--- src/rtl/bridge_pkg.sv ---
// rtl/bridge_pkg.sv - shared AXI-Lite to APB bridge constants, response codes and state encodings
package bridge_pkg;

    localparam int AXI_ADDR_W = 32;
    localparam int APB_ADDR_W = 16;
    localparam int DATA_W     = 32;
    localparam int STRB_W     = DATA_W / 8;

    localparam logic [1:0] OKAY   = 2'b00;
    localparam logic [1:0] EXOKAY = 2'b01;
    localparam logic [1:0] SLVERR = 2'b10;
    localparam logic [1:0] DECERR = 2'b11;

    localparam logic [2:0] S_IDLE     = 3'd0;
    localparam logic [2:0] S_WCOLLECT = 3'd1;
    localparam logic [2:0] S_WBUSY    = 3'd2;
    localparam logic [2:0] S_WRESP    = 3'd3;
    localparam logic [2:0] S_RBUSY    = 3'd4;
    localparam logic [2:0] S_RRESP    = 3'd5;

    // An out-of-range address reports DECERR even when it is also misaligned.
    function automatic logic [1:0] decode_resp(input logic range_err, input logic align_err);
        if (range_err) begin
            return DECERR;
        end else if (align_err) begin
            return SLVERR;
        end
        return OKAY;
    endfunction

endpackage

--- src/rtl/axi_addr_decode.sv ---
// rtl/axi_addr_decode.sv - combinational bridge address window and alignment check
module axi_addr_decode
    import bridge_pkg::*;
#(
    parameter logic [15:0] BASE_HI = 16'h4000
) (
    input  logic [AXI_ADDR_W-1:0] i_addr,
    output logic                  o_range_err,
    output logic                  o_align_err
);

    logic w_unused_mid;

    assign o_range_err  = (i_addr[31:16] != BASE_HI);
    assign o_align_err  = (i_addr[1:0] != 2'b00);
    assign w_unused_mid = ^i_addr[15:2];

endmodule

--- src/rtl/axi_lite_slave_if.sv ---
// rtl/axi_lite_slave_if.sv - AXI-Lite slave front end feeding the bridge state machine
module axi_lite_slave_if
    import bridge_pkg::*;
#(
    parameter int          UD      = 1,
    parameter logic [15:0] BASE_HI = 16'h4000
) (
    input  logic                  ACLK,
    input  logic                  ARESETn,
    input  logic [AXI_ADDR_W-1:0] AWADDR,
    input  logic                  AWVALID,
    output logic                  AWREADY,
    input  logic [DATA_W-1:0]     WDATA,
    input  logic [STRB_W-1:0]     WSTRB,
    input  logic                  WVALID,
    output logic                  WREADY,
    output logic [1:0]            BRESP,
    output logic                  BVALID,
    input  logic                  BREADY,
    input  logic [AXI_ADDR_W-1:0] ARADDR,
    input  logic                  ARVALID,
    output logic                  ARREADY,
    output logic [DATA_W-1:0]     RDATA,
    output logic [1:0]            RRESP,
    output logic                  RVALID,
    input  logic                  RREADY,
    output logic                  avalidend,
    output logic                  dvalidend,
    output logic                  SLVERR_sign,
    output logic [APB_ADDR_W-1:0] paddr,
    output logic [DATA_W-1:0]     pwdata,
    output logic [STRB_W-1:0]     pstrb,
    output logic                  pwrite,
    input  logic                  apb_done,
    input  logic                  apb_err,
    input  logic [DATA_W-1:0]     apb_rdata
);

    // The unit delay is a simulation-only artefact; synthesised registers carry none.
    if (UD > 0) begin : g_ud_zero_delay
    end

    logic [2:0] r_state;
    logic [1:0] r_err_code;

    logic       w_aw_range_err;
    logic       w_aw_align_err;
    logic       w_ar_range_err;
    logic       w_ar_align_err;
    logic       w_aw_err;
    logic       w_ar_err;
    logic [1:0] w_aw_code;
    logic [1:0] w_ar_code;
    logic       w_aw_hs;
    logic       w_w_hs;
    logic       w_ar_hs;
    logic       w_wr_both;
    logic       w_err_next;

    axi_addr_decode #(.BASE_HI(BASE_HI)) u_aw_decode (
        .i_addr      (AWADDR),
        .o_range_err (w_aw_range_err),
        .o_align_err (w_aw_align_err)
    );

    axi_addr_decode #(.BASE_HI(BASE_HI)) u_ar_decode (
        .i_addr      (ARADDR),
        .o_range_err (w_ar_range_err),
        .o_align_err (w_ar_align_err)
    );

    assign w_aw_err  = w_aw_range_err | w_aw_align_err;
    assign w_ar_err  = w_ar_range_err | w_ar_align_err;
    assign w_aw_code = decode_resp(w_aw_range_err, w_aw_align_err);
    assign w_ar_code = decode_resp(w_ar_range_err, w_ar_align_err);

    always_comb begin
        AWREADY = 1'b0;
        WREADY  = 1'b0;
        ARREADY = 1'b0;
        case (r_state)
            S_IDLE: begin
                ARREADY = 1'b1;
                AWREADY = !ARVALID;
                WREADY  = !ARVALID;
            end
            S_WCOLLECT: begin
                AWREADY = !avalidend;
                WREADY  = !dvalidend;
            end
            default: ;
        endcase
    end

    assign w_aw_hs    = AWVALID & AWREADY;
    assign w_w_hs     = WVALID & WREADY;
    assign w_ar_hs    = ARVALID & ARREADY;
    assign w_wr_both  = (avalidend | w_aw_hs) & (dvalidend | w_w_hs);
    assign w_err_next = SLVERR_sign | (w_aw_hs & w_aw_err);

    always_ff @(posedge ACLK or negedge ARESETn) begin
        if (!ARESETn) begin
            r_state     <= S_IDLE;
            r_err_code  <= OKAY;
            avalidend   <= 1'b0;
            dvalidend   <= 1'b0;
            SLVERR_sign <= 1'b0;
            paddr       <= '0;
            pwdata      <= '0;
            pstrb       <= '0;
            pwrite      <= 1'b0;
            BRESP       <= OKAY;
            BVALID      <= 1'b0;
            RDATA       <= '0;
            RRESP       <= OKAY;
            RVALID      <= 1'b0;
        end else begin
            // Write-channel captures only happen in S_IDLE/S_WCOLLECT, where the readies allow them.
            if (w_aw_hs) begin
                paddr     <= AWADDR[APB_ADDR_W-1:0];
                pwrite    <= 1'b1;
                avalidend <= 1'b1;
                if (w_aw_err) begin
                    SLVERR_sign <= 1'b1;
                    r_err_code  <= w_aw_code;
                end
            end
            if (w_w_hs) begin
                pwdata    <= WDATA;
                pstrb     <= WSTRB;
                dvalidend <= 1'b1;
            end

            case (r_state)
                S_IDLE: begin
                    if (w_ar_hs) begin
                        paddr  <= ARADDR[APB_ADDR_W-1:0];
                        pwrite <= 1'b0;
                        if (w_ar_err) begin
                            SLVERR_sign <= 1'b1;
                            RDATA       <= '0;
                            RRESP       <= w_ar_code;
                            RVALID      <= 1'b1;
                            r_state     <= S_RRESP;
                        end else begin
                            r_state <= S_RBUSY;
                        end
                    end else if (w_aw_hs || w_w_hs) begin
                        r_state <= (w_wr_both && !w_err_next) ? S_WBUSY : S_WCOLLECT;
                    end
                end
                S_WCOLLECT: begin
                    // Both flags already registered means the address failed decode: answer without APB.
                    if (avalidend && dvalidend) begin
                        if (SLVERR_sign) begin
                            BRESP   <= r_err_code;
                            BVALID  <= 1'b1;
                            r_state <= S_WRESP;
                        end else begin
                            r_state <= S_WBUSY;
                        end
                    end else if (w_wr_both && !w_err_next) begin
                        r_state <= S_WBUSY;
                    end
                end
                S_WBUSY: begin
                    if (apb_done) begin
                        BRESP   <= apb_err ? SLVERR : OKAY;
                        BVALID  <= 1'b1;
                        r_state <= S_WRESP;
                    end
                end
                S_WRESP: begin
                    if (BREADY) begin
                        BVALID      <= 1'b0;
                        avalidend   <= 1'b0;
                        dvalidend   <= 1'b0;
                        SLVERR_sign <= 1'b0;
                        r_state     <= S_IDLE;
                    end
                end
                S_RBUSY: begin
                    if (apb_done) begin
                        RDATA   <= apb_rdata;
                        RRESP   <= apb_err ? SLVERR : OKAY;
                        RVALID  <= 1'b1;
                        r_state <= S_RRESP;
                    end
                end
                S_RRESP: begin
                    if (RREADY) begin
                        RVALID      <= 1'b0;
                        SLVERR_sign <= 1'b0;
                        r_state     <= S_IDLE;
                    end
                end
                default: r_state <= S_IDLE;
            endcase
        end
    end

endmodule

--- config.mk ---
export PLATFORM = sky130hd
export DESIGN_NAME = axi_lite_slave_if
export DESIGN_NICKNAME = d
export VERILOG_FILES = /design/src/rtl/bridge_pkg.sv /design/src/rtl/axi_addr_decode.sv /design/src/rtl/axi_lite_slave_if.sv
export SDC_FILE = /design/constraint.sdc
export NUM_CORES = 1
export LEC_CHECK = 0
export ABC_CLOCK_PERIOD_IN_PS = 2900
export CORE_ASPECT_RATIO = 2
export CORE_UTILIZATION = 39
export CTS_CLUSTER_SIZE = 24
export DETAILED_ROUTE_END_ITERATION = 6
export PLACE_DENSITY = 0.81
export RECOVER_POWER = 50
export SLEW_MARGIN = 20
export SYNTH_ARGS = -nofsm -noshare
export SYNTH_HDL_FRONTEND = slang
export SYNTH_SLANG_ARGS = --single-unit
export TNS_END_PERCENT = 1
--- constraint.sdc ---
create_clock -name ACLK -period 2.9 [get_ports ACLK]
set_clock_uncertainty 0.05 [all_clocks]
set_input_delay 0.725 -clock ACLK [delete_from_list [all_inputs] [get_ports ACLK]]
set_output_delay 0.725 -clock ACLK [all_outputs]
set_load 0.005 [all_outputs]
==> Yosys cells after proc, flatten, opt, wreduce, memory -nomap -nowiden <==
Cells that the tools add are included.
{ "classes": {"eq_ne": 17, "n_reduce_logical": 20, "bitwise": 10, "n_mux": 65} }
{ "op_table": {"columns": ["operator", "count"], "rows": [
  ["2-to-1 mux 32 bit", 3],
  ["one-hot mux 32 bit (2 select lines)", 1],
  ["2-to-1 mux 16 bit", 3],
  ["!= test 16 x 15 -> 1 bit, second input constant", 2],
  ["2-to-1 mux 1 bit", 29],
  ["2-to-1 mux 2 bit", 13],
  ["2-to-1 mux 3 bit", 8],
  ["one-hot mux 3 bit (6 select lines)", 1],
  ["!= test 2 bit, second input constant", 8],
  ["AND reduction 5 bit", 2],
  ["one-hot mux 1 bit (3 select lines)", 3],
  ["one-hot mux 2 bit (2 select lines)", 2],
  ["AND reduction 4 bit", 2],
  ["nonzero test 2 bit", 4],
  ["equality test 3 x 2 -> 1 bit, second input constant", 2],
  ["equality test 3 bit, second input constant", 2],
  ["!= test 3 bit, second input constant", 2],
  ["AND reduction 6 bit", 1],
  ["nonzero test 3 bit", 2],
  ["AND 1 bit", 5],
  ["bitwise OR 1 bit", 5],
  ["zero test 1 bit", 4],
  ["one-hot mux 1 bit (2 select lines)", 2],
  ["equality test 3 x 1 -> 1 bit, second input constant", 1],
  ["other kinds (4)", 5]
]} }
{ "totals": {"out_inout_bits": 97, "elab_cells": 126, "reg_bits": 99, "input_bits": 141} }

==> Longest topological paths before layout <==
{ "depth": {"ltp_word": 11, "depth_mapped": 8, "mapped_depth_nobuf": 6} }

==> Cells and area by module <==
A second synthesis with hierarchy kept.
{ "unflattened": {"cells_unflattened": 405, "area_unflattened_um2": 4514.3} }
{ "modules_own_cells": {"columns": ["module", "cells_per_inst", "area_per_inst_um2", "instances"], "rows": [
  ["axi_lite_slave_if", 393, 4396.7, 1],
  ["axi_addr_decode", 6, 58.8, 2]
]} }

==> Least setup slack after synthesis <==
Ideal clock, no wire load.
{ "synth_path": {"path_type": "input to register", "from": "in AWADDR[25]", "to": "reg r_state[1]", "n_path_buf": 0, "arrival_time_ns": 2.430, "path_slack_ns": 0.327, "t_required_ns": 2.756, "setup_time_ns": 0.094, "stages": 6, "path_cell_list": "nor4b_1 > nand4_1 > or4_1 > a211o_1 > a221o_1 > a221oi_2"} }
{ "synth_via": {"elab_chain_len": 10, "elab_cells_between_ends": 12} }
{ "synth_lines": {"columns": ["element", "line", "source"], "rows": [
  ["from (decl)", "axi_lite_slave_if.sv:10", "input logic [AXI_ADDR_W-1:0] AWADDR,"],
  ["!= test 16 x 15 -> 1 bit *", "axi_addr_decode.sv:14", "assign o_range_err = (i_addr[31:16] != BASE_HI);"],
  ["bitwise OR 1 bit *", "axi_lite_slave_if.sv:72", "assign w_aw_err = w_aw_range_err | w_aw_align_err;"],
  ["AND 1 bit *", "axi_lite_slave_if.sv:99", "assign w_err_next = SLVERR_sign | (w_aw_hs & w_aw_err);"],
  ["bitwise OR 1 bit *", "axi_lite_slave_if.sv:99", null],
  ["zero test 1 bit *", "axi_lite_slave_if.sv:149, axi_lite_slave_if.sv:162", null],
  ["logical AND 1 bit *", "axi_lite_slave_if.sv:149, axi_lite_slave_if.sv:162", null],
  ["2-to-1 mux 2 bit", "axi_lite_slave_if.sv:149", "r_state <= (w_wr_both && !w_err_next) ? S_WBUSY : S_WCOLLECT;"],
  ["2-to-1 mux 3 bit", "axi_lite_slave_if.sv:148", "end else if (w_aw_hs || w_w_hs) begin"],
  ["2-to-1 mux 3 bit", "axi_lite_slave_if.sv:136", "if (w_ar_hs) begin"],
  ["one-hot mux 3 bit (6 select lines)", "axi_lite_slave_if.sv:134", "case (r_state)"],
  ["to (signal assigned)", "axi_lite_slave_if.sv:149", null],
  ["to (decl)", "axi_lite_slave_if.sv:43", "logic [2:0] r_state;"]
]} }
Mark *: on every way between the ends. The rest lies on a longest branch, timed or not. The select of a mux whose other input is x is not followed.
A chain may end at the register's enable or synchronous reset.

==> Worst setup path after layout <==
{ "layout_path": {"from": "in AWADDR[19]", "to": "reg r_state[0]"} }
The elaborated chain is that of the path after synthesis.

==> impl_metrics.tcl <==
set metrics [dict create \
    detail_route.wirelength_um 13000 \
    power_uw 6410 \
    critPathArrivalTime_ns 2.95 \
    detailedRoute.firstPassIterationCount 4 \
    via_per_inst 5.00 \
    floorplan.die.height_um 150 \
    die-width_um 75.9 \
    cts_root_cell "clkbuf_16" \
    synth_area_um2 4260 \
    first_global_vias 4207 \
    placed_cells_incl_taps 774 \
    number_of_enable_type_register_cells_in_the_synthesized_netlist 0 \
    design.die.area_um2 11400 \
    ys_types 40 \
    cts_setup_buffers 0 \
    reg2regPathDepth 7 \
    worstSkewPairLatency_ns 0.33 \
    max_transition_margin 0.0461 \
    tritoncts "yes" \
    worstHoldStart "r_err_code[1]$_DFFE_PN0P_" \
    maxCapViolCount 0 \
    clockBufferDepth 2 \
    status "complete, no violations" \
    yosys.area.top_type_share 0.581 \
    initialDrtViolationCount 146 \
    clkTransAtPathRegs_ns 0.06 \
    postSynth.asyncResetShare 1.00 \
    timing.critical_path.max_delay_family "simple AND/OR/NAND/NOR gates" \
    final-instance-count-excl-fill 790 \
    transition_time_at_the_pin_with_the_least_slew_margin_ns 1.43 \
    n_fill_cell 818 \
    ys_top_cells_by_area "dfrtp_1, mux2_1, nand2_1" \
    route.vias.total 3947 \
    gr_ovfl_total 0 \
    min_delay_path_depth 1 \
    total_of_buffers_placed_on_input_and_output_ports 237 \
    setup.worst_path.class "input port to flop" \
    critical_path.reg2reg.endpoint "r_state[0]$_DFFE_PN0P_" \
    first_pass_grt_wire_length_um 20500 \
    tritoncts.num_buffers 9 \
    synth.avg_cell_area_um2 10.6 \
    placeableCoreArea_um2 10500 \
    grt_setup_unrepaired "no" \
    critical_path_end_type "flop" \
    crit_chain "clkdlybuf4s50_1, nor4_2, nand4_1, or4_1, a211o_1, a2111oi_0, o2bb2ai_1" \
    timing_hold_violations_final 0 \
    period_minus_ws_final_ns 2.80 \
    drtAntennaViolNets 0 \
    fin_nets 789 \
    area_growth_pct 69.9 \
    total_routing_usage_gr 0.230 \
    floorplan.initialDensity 0.404 \
    top_level_ports 238 \
    post-route-period-util 0.964 \
    timing.final.ws_setup_ns 0.105 \
    synth_fp_nets 544 \
    row_count 53 \
    clock_tree.htree_level_count 3 \
    crit_path_max_incr_delay_ns 0.52 \
    cp-start-kind "input port" \
    cpMaxStageDelayCell "or4_1" \
    p_leak_uw 0.00326 \
    postSynth.topFlopCell "dfrtp_1" \
    final_max_slew_viol_count 0 \
    timing.final.setup_violations 0 \
    antenna-diode-count 0 \
    synthesis.yosys.warnings 0 \
    timing.hold.worst_endpoint "r_err_code[1]$_DFFE_PN0P_" \
    grt_max_degree 65 \
    syn-instance-count 403 \
    peak_clock_frequency_supported_by_timing_ghz 0.358 \
    detail_route.drc_violations 0 \
    worst_ep_required_time_ns 3.06 \
    min-delay-path-class "flop to flop" \
    dp_wirelength_um 10100 \
    pwr_density_nw_per_um2 886 \
    regToRegStartpoint "r_state[0]$_DFFE_PN0P_" \
    wire_per_inst_um 16.5 \
    crit_fanout 3 \
    ir_worst_vdd_mv 0.432 \
    drive_gt1_frac 0.0704 \
    synth.ff_latch_count 99 \
    timing.critical_path.buf_inv 1 \
    number_of_antenna_violations_at_the_first_check_in_global_routing 0 \
    gp_congestion 0.899 \
    dp_slack_ns -0.404 \
    regToRegSetupSlack_ns 0.62 \
    yosysSeqAreaShare 0.581 \
    cts_num_sinks 99 \
    area_leader_netlist "dfrtp_1" \
]
sequential cells by signal, indices dropped and copies added (netlist names):
| name | cells |
|---|---|
| BRESP | 2 |
| BVALID | 1 |
| RDATA | 32 |
| RRESP | 2 |
| RVALID | 1 |
| SLVERR_sign | 1 |
| avalidend | 1 |
| dvalidend | 1 |
| paddr | 16 |
| pstrb | 4 |
| pwdata | 32 |
| pwrite | 1 |
| r_err_code | 2 |
| r_state | 3 |
Yosys cell counts (2+ instances only):
library cell,count
mux2i_1,16
a211o_1,2
dfrtp_1,99
a22o_1,2
o21ai_0,5
mux2_1,36
nor2b_1,3
or3_1,2
and2_1,2
nor4_1,8
o21ai_1,51
nor3_1,3
nand2b_1,2
inv_1,5
nand4_1,4
nor4b_1,2
nand2_1,98
mux2_2,2
a21oi_1,9
nor2_1,11
clkbuf_1,21
buf_1,2
power by group:
part / switching (µW) / internal [µW] / leakage, µW
Combinational: 1210 / 1710 / 0.00191
Clock: 505 / 632 / 0.000146
Sequential: 344 / 2020 / 0.00120
how the worst max path moves through the flow:
stage | to | startpoint | depth (start not counted) | slack [ns]
detailed placement | r_state[1]$_DFFE_PN0P_ | AWADDR[25] | 7 | -0.40
global route | r_state[1]$_DFFE_PN0P_ | AWADDR[31] | 7 | 0.009
finish | r_state[0]$_DFFE_PN0P_ | AWADDR[19] | 7 | 0.10
global placement | r_state[1]$_DFFE_PN0P_ | AWADDR[25] | 7 | -0.34
CTS | r_state[1]$_DFFE_PN0P_ | AWADDR[25] | 7 | 0.02
floorplan | r_state[1]$_DFFE_PN0P_ | AWADDR[25] | 6 | 0.33
placed cells by master (no fill, tap or decap), types with 3 or more instances in the layout:
master / Yosys / final
a21oi_1: 9 / 8
buf_12: 0 / 3
buf_4: 0 / 12
clkbuf_16: 0 / 9
clkdlybuf4s50_1: 0 / 179
dfrtp_1: 99 / 99
dlygate4sd3_1: 0 / 43
dlymetal6s2s_1: 0 / 12
inv_1: 5 / 5
mux2_1: 36 / 36
mux2i_1: 16 / 16
nand2_1: 98 / 98
nand4_1: 4 / 4
nor2_1: 11 / 10
nor2b_1: 3 / 3
nor3_1: 3 / 3
nor4_1: 8 / 5
nor4_2: 0 / 3
o21ai_0: 5 / 6
o21ai_1: 51 / 50
final cells by class:
cell class                      instances  area [µm²]  share of cell area
Multi-Input combinational cell        275        1710               0.235
Timing Repair Buffer                  257        2580               0.356
Tap cell                              137         171              0.0237
Inverter                                6        22.5             0.00311
Clock buffer                           11         253              0.0349
Clock inverter                          5        36.3             0.00501
Sequential cell                        99        2480               0.342
per-stage QoR:
| stage | area (µm²) | setup TNS [ns] | hold slack, ns | utilization |
|---|---|---|---|---|
| after global placement | 6910 | -0.681 | 0.401 | 0.656 |
| after global routing | 7240 | 0 | 0.441 | 0.687 |
| after CTS | 7210 | 0 | 0.403 | 0.684 |
| after detailed placement | 6910 | -0.980 | 0.405 | 0.656 |
| final | 7240 | 0 | 0.422 | 0.687 |
| after floorplan | 4260 | 0 | 0.379 | - |
worst reg2reg max path, stage by stage (launching register included):
cell and delay, ns:
dfrtp_1 0.43, nor2b_1 0.22, nand4b_1 0.18, buf_6 0.27, nand2_1 0.09, a211o_1 0.34
a2111oi_0 0.45, o2bb2ai_1 0.12
what timing repair did:
| item | CTS | global route |
|---|---|---|
| gates resized for setup | 4 | 17 |
| hold buffers | 0 | 0 |
| gates cloned | 0 | 0 |
| endpoints found under the setup margin | 4 | 2 |
| pin swaps | 1 | 9 |
kinds of logic (layout without fill, tap and decap cells):
| kind of cell | after synthesis | count (layout) | synth area share |
|---|---|---|---|
| AOI/OAI and AO/OA | 79 | 79 | 0.106 |
| buffers and inverters | 29 | 279 | 0.0255 |
| DFF | 99 | 99 | 0.581 |
| muxes | 54 | 54 | 0.138 |
| and+or+nand+nor | 142 | 142 | 0.149 |
routing by layer:
layer	global-route usage	share of wire	up-vias
met5	0	0	-
met4	0.136	0.041	0
met3	0.0451	0.056	42
met2	0.432	0.56	177
met1	0.233	0.34	1845
li1	-	-	1883
Note: power is estimated with default switching activity, not from simulation.
